`src/rtl/nn_fixed_pkg.sv`:
```
// rtl/nn_fixed_pkg.sv - shared fixed-point types, defaults and helpers for the nn layers
package nn_fixed_pkg;

    localparam int FX_WIDTH = 10;
    localparam int FX_NFRAC = 5;
    localparam int FX_MAXW  = 32;

    // Wide enough to hold any product/sum of two FX_MAXW-bit words without overflow
    typedef logic signed [2*FX_MAXW-1:0] fx_wide_t;

    typedef enum logic [1:0] {
        IDLE = 2'd0,
        RUN  = 2'd1,
        DONE = 2'd2
    } bn_state_e;

    // Drops the extra fractional bits of a full-precision product (floor toward -inf)
    function automatic fx_wide_t fx_mul_shift(input fx_wide_t prod, input int nfrac);
        return prod >>> nfrac;
    endfunction

    function automatic fx_wide_t fx_sat(input fx_wide_t v, input int width);
        fx_wide_t hi;
        fx_wide_t lo;
        hi = (fx_wide_t'(1) <<< (width - 1)) - fx_wide_t'(1);
        lo = -hi - fx_wide_t'(1);
        if (v > hi) begin
            return hi;
        end else if (v < lo) begin
            return lo;
        end
        return v;
    endfunction

endpackage

```
`src/rtl/bn_lane.sv`:
```
// rtl/bn_lane.sv - one 2-stage multiply / shift / bias-add / saturate lane
module bn_lane
    import nn_fixed_pkg::*;
#(
    parameter int WIDTH = FX_WIDTH,
    parameter int NFRAC = FX_NFRAC
) (
    input  logic                    clk,
    input  logic                    rst_n,
    input  logic                    valid_i,
    input  logic signed [WIDTH-1:0] x_i,
    input  logic signed [WIDTH-1:0] scale_i,
    input  logic signed [WIDTH-1:0] bias_i,
    output logic                    valid_o,
    output logic signed [WIDTH-1:0] y_o
);

    logic signed [2*WIDTH-1:0] prod_d, prod_q;
    logic signed [WIDTH-1:0]   bias_q;
    logic signed [WIDTH-1:0]   y_d, y_q;
    logic                      v1_q, v2_q;

    assign prod_d = $signed({{WIDTH{x_i[WIDTH-1]}}, x_i})
                  * $signed({{WIDTH{scale_i[WIDTH-1]}}, scale_i});

    // Bias travels with the product so stage 2 sees a matched pair
    assign y_d = WIDTH'(fx_sat(fx_mul_shift(fx_wide_t'(prod_q), NFRAC) + fx_wide_t'(bias_q), WIDTH));

    always_ff @(posedge clk or negedge rst_n) begin
        if (!rst_n) begin
            prod_q <= '0;
            bias_q <= '0;
            v1_q   <= 1'b0;
            y_q    <= '0;
            v2_q   <= 1'b0;
        end else begin
            v1_q <= valid_i;
            v2_q <= v1_q;
            if (valid_i) begin
                prod_q <= prod_d;
                bias_q <= bias_i;
            end
            if (v1_q) begin
                y_q <= y_d;
            end
        end
    end

    assign valid_o = v2_q;
    assign y_o     = y_q;

endmodule

```
`src/rtl/batchnorm_fold_layer.sv`:
```
// rtl/batchnorm_fold_layer.sv - folded batch-norm stage: capture, chunk issue FSM, output buffer
module batchnorm_fold_layer
    import nn_fixed_pkg::*;
#(
    parameter int WIDTH = FX_WIDTH,
    parameter int NFRAC = FX_NFRAC,
    parameter int SIZE  = 32,
    parameter int LANES = 4
) (
    input  logic                        clk,
    input  logic                        rst_n,
    input  logic                        in_valid,
    output logic                        in_ready,
    input  logic [SIZE-1:0][WIDTH-1:0]  input_data,
    input  logic [SIZE-1:0][WIDTH-1:0]  scale,
    input  logic [SIZE-1:0][WIDTH-1:0]  bias,
    output logic                        out_valid,
    input  logic                        out_ready,
    output logic [SIZE-1:0][WIDTH-1:0]  output_data
);

    localparam int NCHUNK = SIZE / LANES;
    localparam int CW     = (NCHUNK > 1) ? $clog2(NCHUNK) : 1;
    localparam int IW     = (SIZE > 1) ? $clog2(SIZE) : 1;
    localparam logic [CW-1:0] LAST = CW'(NCHUNK - 1);

    if (SIZE % LANES != 0) begin : g_bad_lanes
        $error("batchnorm_fold_layer: SIZE must be a multiple of LANES");
    end

    bn_state_e                 state_q, state_d;
    logic [CW-1:0]             cnt_q, cnt_d;
    logic                      issue_q, issue_d;
    logic                      rdy_q;
    logic [CW-1:0]             idx1_q, idx2_q;
    logic [SIZE-1:0][WIDTH-1:0] x_q, s_q, b_q, out_q;

    logic [LANES-1:0]             lane_v;
    logic [LANES-1:0][WIDTH-1:0]  lane_x, lane_s, lane_b, lane_y;
    logic                         accept, y_v, last_wr;

    assign accept  = (state_q == IDLE) && in_valid && rdy_q;
    assign y_v     = &lane_v;
    assign last_wr = y_v && (idx2_q == LAST);

    always_comb begin
        state_d = state_q;
        cnt_d   = cnt_q;
        issue_d = issue_q;
        case (state_q)
            IDLE: begin
                if (accept) begin
                    state_d = RUN;
                    cnt_d   = '0;
                    issue_d = 1'b1;
                end
            end
            RUN: begin
                if (issue_q) begin
                    if (cnt_q == LAST) begin
                        issue_d = 1'b0;
                    end else begin
                        cnt_d = cnt_q + CW'(1);
                    end
                end
                if (last_wr) begin
                    state_d = DONE;
                end
            end
            DONE: begin
                if (out_ready) begin
                    state_d = IDLE;
                end
            end
            default: state_d = IDLE;
        endcase
    end

    // in_ready is registered so it stays low throughout reset and rises on the first edge after
    always_ff @(posedge clk or negedge rst_n) begin
        if (!rst_n) begin
            state_q <= IDLE;
            cnt_q   <= '0;
            issue_q <= 1'b0;
            rdy_q   <= 1'b0;
            idx1_q  <= '0;
            idx2_q  <= '0;
        end else begin
            state_q <= state_d;
            cnt_q   <= cnt_d;
            issue_q <= issue_d;
            rdy_q   <= (state_d == IDLE);
            if (issue_q) begin
                idx1_q <= cnt_q;
            end
            idx2_q <= idx1_q;
        end
    end

    always_ff @(posedge clk or negedge rst_n) begin
        if (!rst_n) begin
            x_q <= '0;
            s_q <= '0;
            b_q <= '0;
        end else if (accept) begin
            x_q <= input_data;
            s_q <= scale;
            b_q <= bias;
        end
    end

    for (genvar l = 0; l < LANES; l++) begin : g_lane
        assign lane_x[l] = x_q[IW'(int'(cnt_q) * LANES + l)];
        assign lane_s[l] = s_q[IW'(int'(cnt_q) * LANES + l)];
        assign lane_b[l] = b_q[IW'(int'(cnt_q) * LANES + l)];

        bn_lane #(
            .WIDTH (WIDTH),
            .NFRAC (NFRAC)
        ) u_lane (
            .clk     (clk),
            .rst_n   (rst_n),
            .valid_i (issue_q),
            .x_i     (lane_x[l]),
            .scale_i (lane_s[l]),
            .bias_i  (lane_b[l]),
            .valid_o (lane_v[l]),
            .y_o     (lane_y[l])
        );
    end

    always_ff @(posedge clk or negedge rst_n) begin
        if (!rst_n) begin
            out_q <= '0;
        end else if (y_v) begin
            for (int l = 0; l < LANES; l++) begin
                out_q[IW'(int'(idx2_q) * LANES + l)] <= lane_y[l];
            end
        end
    end

    assign in_ready    = rdy_q;
    assign out_valid   = (state_q == DONE);
    assign output_data = out_q;

endmodule

```
`config.mk`:
```
export PLATFORM = sky130hd
export DESIGN_NAME = batchnorm_fold_layer
export DESIGN_NICKNAME = d
export VERILOG_FILES = /design/src/rtl/nn_fixed_pkg.sv /design/src/rtl/bn_lane.sv /design/src/rtl/batchnorm_fold_layer.sv
export SDC_FILE = /design/constraint.sdc
export NUM_CORES = 2
export LEC_CHECK = 0
export CAP_MARGIN = 20
export CELL_PAD_IN_SITES_DETAIL_PLACEMENT = 0
export CELL_PAD_IN_SITES_GLOBAL_PLACEMENT = 1
export CORE_AREA = 2 2 500 502
export CTS_CLUSTER_DIAMETER = 200
export DETAILED_ROUTE_END_ITERATION = 10
export DIE_AREA = 0 0 502 504
export PLACE_DENSITY = 0.59
export SLEW_MARGIN = 10
export SYNTH_ARGS = -nofsm -noshare
export SYNTH_HDL_FRONTEND = slang
export SYNTH_SLANG_ARGS = --single-unit
export TNS_END_PERCENT = 5
```
`constraint.sdc`:
```
create_clock -name clk -period 21.1 [get_ports clk]
set_input_delay 4.22 -clock clk [delete_from_list [all_inputs] [get_ports clk]]
set_output_delay 4.22 -clock clk [all_outputs]
set_load 0.01 [all_outputs]
```
== Word-level counts from Yosys, hierarchy flattened ==
Cells that the tools add are included.

* Flip-flop bits (word level): 1,455
* Bits in latches: 0
* RAM bits: 0
* Memory bits (read-only): 0
* Bits of input ports: 964
* Output and inout bits: 322
* Memories kept: 0

* $add $sub $neg: 11
* Multiply operators: 4
* Div/mod/pow operators: 0
* Magnitude comparators: 20
* Equality and inequality tests: 7
* Shift operators: 0
* Multiplexer cells: 80
* Bitwise gates (word level): 0
* Reductions and logical operators: 12

{| class="wikitable"
|+ Operators with widths
! kind !! count
|-
| $bwmux 320 || 4
|-
| $bmux 10 s5 || 9
|-
| $mux 10 || 40
|-
| $demux 10 s5 || 3
|-
| $bmux 10 s3 || 3
|-
| $mul 10x10->20 || 4
|-
| $add 15x10->16 || 4
|-
| $gt 16x10->1 const B || 4
|-
| $lt 16x10->1 const B || 4
|-
| $lt 5x7->1 const B || 8
|-
| $demux 10 s3 || 1
|-
| $add 5x2->5 const B || 4
|-
| $ge 5x1->1 const B || 4
|-
| $mux 1 || 11
|-
| $add 5x1->5 const B || 2
|-
| $mux 3 || 3
|-
| $logic_and 1x1->1 || 7
|-
| $eq 3x3->1 const B || 2
|-
| $mux 2 || 3
|-
| $ne 2x2->1 const B || 3
|-
| $pmux 2 s3 || 1
|-
| $pmux 3 s2 || 1
|-
| $logic_not 2->1 || 2
|-
| $reduce_and 4->1 || 1
|-
| 6 further kinds || 6
|}

== Longest topological paths before layout ==
* Word-level depth: 8
* Depth in mapped cells: 31
* Gate-level depth less buffers: 25

== Modules after synthesis ==
From an unflattened synthesis, not the netlist that was laid out.

* Cell total of the unflattened synthesis: 5,744
* Area, all modules: 77,670.7 µm²

{| class="wikitable"
|+ Modules (own cells, without submodules)
! module !! times used !! cells an instance !! area an instance (µm²) !! sequential area each (µm²)
|-
| batchnorm_fold_layer || 1 || 3,155 || 53,512.6 || 32,356.0
|-
| bn_lane (g_lane[0].u_lane) || 1 || 644 || 6,093.3 || 925.9
|-
| bn_lane (g_lane[3].u_lane) || 1 || 665 || 6,049.6 || 925.9
|-
| bn_lane (g_lane[1].u_lane) || 1 || 639 || 6,027.0 || 925.9
|-
| bn_lane (g_lane[2].u_lane) || 1 || 641 || 5,988.2 || 925.9
|}

== Least setup slack after synthesis ==
Ideal clock, no wire load.

* Path kind: flip-flop to flip-flop
* Start: register cnt_q[0]
* End: register g_lane[0].u_lane.prod_q[19]
* Setup time: 0.125 ns
* Arrival: 7.125 ns
* Data required time: 20.975 ns
* Path slack: 13.850 ns
* Stages on the path, launching flop included: 32
* Path buffers: 6
* Path through: dfrtp_1 -> buf_6 -> buf_12 -> buf_12 -> buf_12 -> buf_4 -> buf_1 -> mux4_2 -> mux2i_1 -> inv_1 -> nand2_1 -> fa_1 -> inv_1 -> fa_1 -> inv_1 -> fa_1 -> inv_1 -> fa_1 -> inv_1 -> fa_1 -> inv_1 -> ha_1 -> nand3_1 -> o221ai_1 -> or3_1 -> a31oi_2 -> o21ai_2 -> o41ai_4 -> o211ai_2 -> a21oi_1 -> xnor2_1 -> mux2_2

* Longest elaborated chain between the ends: 4
* Elaborated cells on any way between the ends: 7

{| class="wikitable"
|+ Ends and longest elaborated chain
! item !! RTL line !! text
|-
| start, declared || batchnorm_fold_layer.sv:32 || <nowiki>logic [CW-1:0] cnt_q, cnt_d;</nowiki>
|-
| start signal, assigned || batchnorm_fold_layer.sv:90 || <nowiki>cnt_q <= cnt_d;</nowiki>
|-
| $bmux 10 s3 (on tied branches) || batchnorm_fold_layer.sv:113, batchnorm_fold_layer.sv:114 ||
|-
| $mux 10 (on tied branches) (2 in series) || batchnorm_fold_layer.sv:113, batchnorm_fold_layer.sv:114 ||
|-
| $mul 10x10->20 * || bn_lane.sv:24 || <nowiki>* $signed({{WIDTH{scale_i[WIDTH-1]}}, scale_i});</nowiki>
|-
| end signal, assigned || bn_lane.sv:40 || <nowiki>prod_q <= prod_d;</nowiki>
|-
| end, declared || bn_lane.sv:18 || <nowiki>logic signed [2*WIDTH-1:0] prod_d, prod_q;</nowiki>
|}

Every way passes the cells marked *; elsewhere a longest branch is shown, timed or not. The select of a mux whose other input is x is not followed.
A chain may end at the register's enable or synchronous reset.

== Worst setup path after layout ==
* Start: register cnt_q[0]
* End: register g_lane[3].u_lane.prod_q[18]

* Longest elaborated chain between the ends: 5
* Elaborated cells on any way between the ends: 8

{| class="wikitable"
|+ Ends and longest elaborated chain
! item !! RTL line
|-
| $add 5x2->5 * || batchnorm_fold_layer.sv:113, batchnorm_fold_layer.sv:114
|-
| $bmux 10 s5 (on tied branches) || batchnorm_fold_layer.sv:113, batchnorm_fold_layer.sv:114
|-
| $mux 10 (on tied branches) (2 in series) || batchnorm_fold_layer.sv:113, batchnorm_fold_layer.sv:114
|-
| $mul 10x10->20 * || bn_lane.sv:24
|-
| end signal, assigned || bn_lane.sv:40
|-
| end, declared || bn_lane.sv:18
|}

Marks and branches as above.

==> flow_summary.toml <==
[sta]
max_freq_mhz = 105
fin_skew_ps = 82.5
setup_viol = 0
grt_setup_unrepaired = "false"
drv_slew = 0
fin_crit_ps = 9570
period_share_pct = 45.3
hold_viol = 0
slew_headroom_pct = 27.7
tightestPinTransition_ps = 1050
hold_ws_ps = 372
worst_slack_ps = 11530
setup_tns_ps = 0

[floorplan]
initial_core_util_pct = 30.9
dieWidth_um = 502
fp.coreArea_um2 = 248000
fp.dieArea_um2 = 253000
num_rows = 183
die_y_um = 504
num_io_pins = 1286

[worst_setup_path]
cp.arrival_ps = 10240
crit-reg2reg-launch = "cnt_q[0]"
critPathKind = "reg -> reg"
slowest_delay_ps = 830
critical_path.slowest_cell = "mux2i_1"
rr_worst_depth = 25
cpLargestDelayFamily = "adder cells"
rr_endpoint = "g_lane[3].u_lane.prod_q[18]"
required_ps = 21770
crit_path_end_kind = "register"
cpMostUsedCell = "fa_1"
path_max_fanout = 37
start_kind = "register"
r2r_slack_ps = 11530
path_buf_inv = 6

[clock_tree]
path_clk_slew_ps = 60
cts_tree = "built"
cts_buffers = 172
post_cts_buffers = 0
clock-sinks = 1435
insertion_delay_ps = 860
root_buffer = "clkbuf_16"
cts_resized = 0
cts_htree_levels = 4
cts_max_path_buffers = 3
cts_hold_buffers = 0

[cells_and_area]
finalNetCount = 8447
area_growth_syn_to_layout_pct = 29.4
fillerInstances = 23500
fin_cells = 10400
final_util_pct = 40.0
drive_gt1_share_pct = 26.3

[synth]
yosys_warnings = 0
async_flop_share_pct = 100
yosys_register_bits = 1435
synth_nets = 7306
synth_top_cell_by_area = "dfrtp_1"
synth_cell_types = 79
synthDominantCellAreaShare_pct = 46.9
synthCells = 5732
synth-main-ff-cell = "dfrtp_1"
synth_edf_count = 0
synth_area_leaders = "dfrtp_1 47%, mux2_2 18%, fa_1 9.5%, mux4_2 6.6%, ha_1 4.0%"
synth_area_um2 = 76600
synth_area_per_cell_um2 = 13.4
ys_seq_area_share_pct = 46.9

[place]
dp_hpwl_um = 207000
dp.cells = 10000
gp_congestion = 0.849
portBuffers = 1285
dp_slack_ps = 11270

[power_and_ir_drop]
power_leakage_uw = 0.0468
clkPwrFrac_pct = 51.2
switching_share_pct = 22.7
p_seq_share_pct = 44.8
ir_worst_vdd_mv = 0.0682
combPwrFrac_pct = 4.0
cellPowerDensity_nw_per_um2 = 62.0
power_switching_uw = 1390
p_int_uw = 4750

[grt]
grt_usage_pct = 20.6
grt-ovfl-total = 0
grt_start_max_net_pins = 176
grt_first_pass_wirelength_um = 379000
grt_pass1_vias = 52500
antenna_found_initial = 165

[hold_path]
min_from = "output_data[273]"
hp-class = "reg -> reg"
hold_depth = 0
hold_path_end = "output_data[273]"

[detailed_routing]
drc = 0
vias = 49100
wire_per_inst_um = 25.2
wirelength_um = 263000
vias_per_cell = 4.71
ant_nets = 0
first_iter_violations = 2784
drtPass1Iterations = 7

[run_status]
status = "finished clean"

[flow_run]
cap_violations = 0
[sequential cells by signal, indices dropped and copies added, names as in the netlist]
register,cells
g_lane.u_lane.y_o,40
g_lane.u_lane.prod_q,60
output_data,320
in_ready,1
cnt_q,3
g_lane.u_lane.bias_q,40
g_lane.u_lane.valid_o,1
idx1_q,3
x_q,320
b_q,320
g_lane.u_lane.v1_q,1
state_q,2
idx2_q,3
s_q,320
issue_q,1
[per-stage QoR]
stage / instance area, um^2 / power, uW
after floorplan: 76600 / 2800
after global routing: 99000 / 6390
final: 99000 / 6140
after CTS: 98800 / 6260
after detailed placement: 92800 / 3060
after global placement: 92800 / 3050
[worst reg2reg max path, delay by kind of cell, from the launching register on]
family	cells	cell delay [ps]
compound gates	7	1190
xor+xnor	1	140
fa+ha+maj	6	2770
buf+inv	6	2730
flops	1	700
mux	3	1670
simple gates	2	240
[cells in the mapped netlist, types with 39 or more instances]
master       n
dfrtp_1   1435
mux2_2    1218
inv_1      559
fa_1       364
clkbuf_1   350
nor2_1     303
ha_1       246
nand2_1    231
mux4_2     224
a21oi_1    126
xnor2_1     99
mux2i_1     85
o21ai_0     54
nor2b_1     43
xor2_1      41
a21o_1      39
[metal layers]
metal / up-vias / global-route usage, % / share of wire, %
li1: 22000 / - / -
met1: 25200 / 24.5 / 40
met2: 1303 / 35.4 / 50
met3: 445 / 6.61 / 7.2
met4: 132 / 6.25 / 2.7
met5: - / 0 / 0.32
[cell families after synthesis]
group | after synthesis | share of synthesized area [%]
and+or+nand+nor | 713 | 4.06
adders and majority gates | 610 | 13.5
buffers and inverters | 948 | 4.77
xor gates and xnor gates | 140 | 1.60
AOI/OAI and AO/OA | 336 | 2.83
muxes | 1550 | 26.3
DFF | 1435 | 46.9
[worst max-delay path by stage]
stage,end,cells past startpoint,start,slack (ps)
after floorplan,g_lane[0].u_lane.prod_q[19],31,cnt_q[0],13850
after global placement,g_lane[3].u_lane.prod_q[18],25,cnt_q[0],11350
after detailed placement,g_lane[3].u_lane.prod_q[18],25,cnt_q[0],11270
after CTS,g_lane[3].u_lane.prod_q[18],25,cnt_q[0],11230
after global routing,g_lane[3].u_lane.prod_q[18],25,cnt_q[0],10760
final,g_lane[3].u_lane.prod_q[18],25,cnt_q[0],11530
[power by group through the flow]
| stage | Combinational [uW] | Sequential, uW | Clock (uW) |
|---|---|---|---|
| after global routing | 269 | 2750 | 3370 |
| after floorplan | 1.56 | 2800 | 0 |
| after global placement | 251 | 2800 | 0 |
| after detailed placement | 253 | 2800 | 0 |
| after CTS | 254 | 2750 | 3260 |
| final | 248 | 2750 | 3140 |
[cell usage in the layout, fill, tap and decap left out, types with 10 or more instances in the layout]
| master | instances |
|---|---|
| diode_2 | 65 |
| o21bai_1 | 14 |
| xnor2_1 | 99 |
| xor2_1 | 41 |
| nand2_1 | 231 |
| mux4_2 | 224 |
| fa_1 | 364 |
| clkbuf_8 | 43 |
| nand3_1 | 24 |
| bufinv_16 | 13 |
| mux2i_1 | 80 |
| a21o_1 | 39 |
| nor3_1 | 20 |
| dfrtp_1 | 1430 |
| clkbuf_1 | 35 |
| buf_4 | 61 |
| o31ai_1 | 10 |
| clkbuf_16 | 172 |
| mux2_2 | 1218 |
| and2_1 | 18 |
| clkdlybuf4s50_1 | 1284 |
| nand2b_1 | 24 |
| clkinv_16 | 11 |
| nor2b_1 | 43 |
| clkinv_2 | 29 |
| mux4_1 | 14 |
| o21a_1 | 10 |
| or2_2 | 10 |
| o21ai_0 | 54 |
| a21oi_1 | 126 |
| nor2_1 | 303 |
| o22ai_1 | 24 |
| ha_1 | 246 |
| inv_1 | 559 |
[final cells by class]
class                           count  area (um^2)  share of cell area (%)
Antenna cell                       65          163                   0.164
Inverter                          560         2100                    2.12
Multi-Input combinational cell   3349        37100                    37.4
Sequential cell                  1435        35900                    36.3
Tap cell                         3330         4170                    4.21
Timing Repair Buffer             1355        13500                    13.7
Clock buffer                      250         5030                    5.08
Clock inverter                     72         1050                    1.06
No activity file was read; power rests on OpenSTA's default activity.
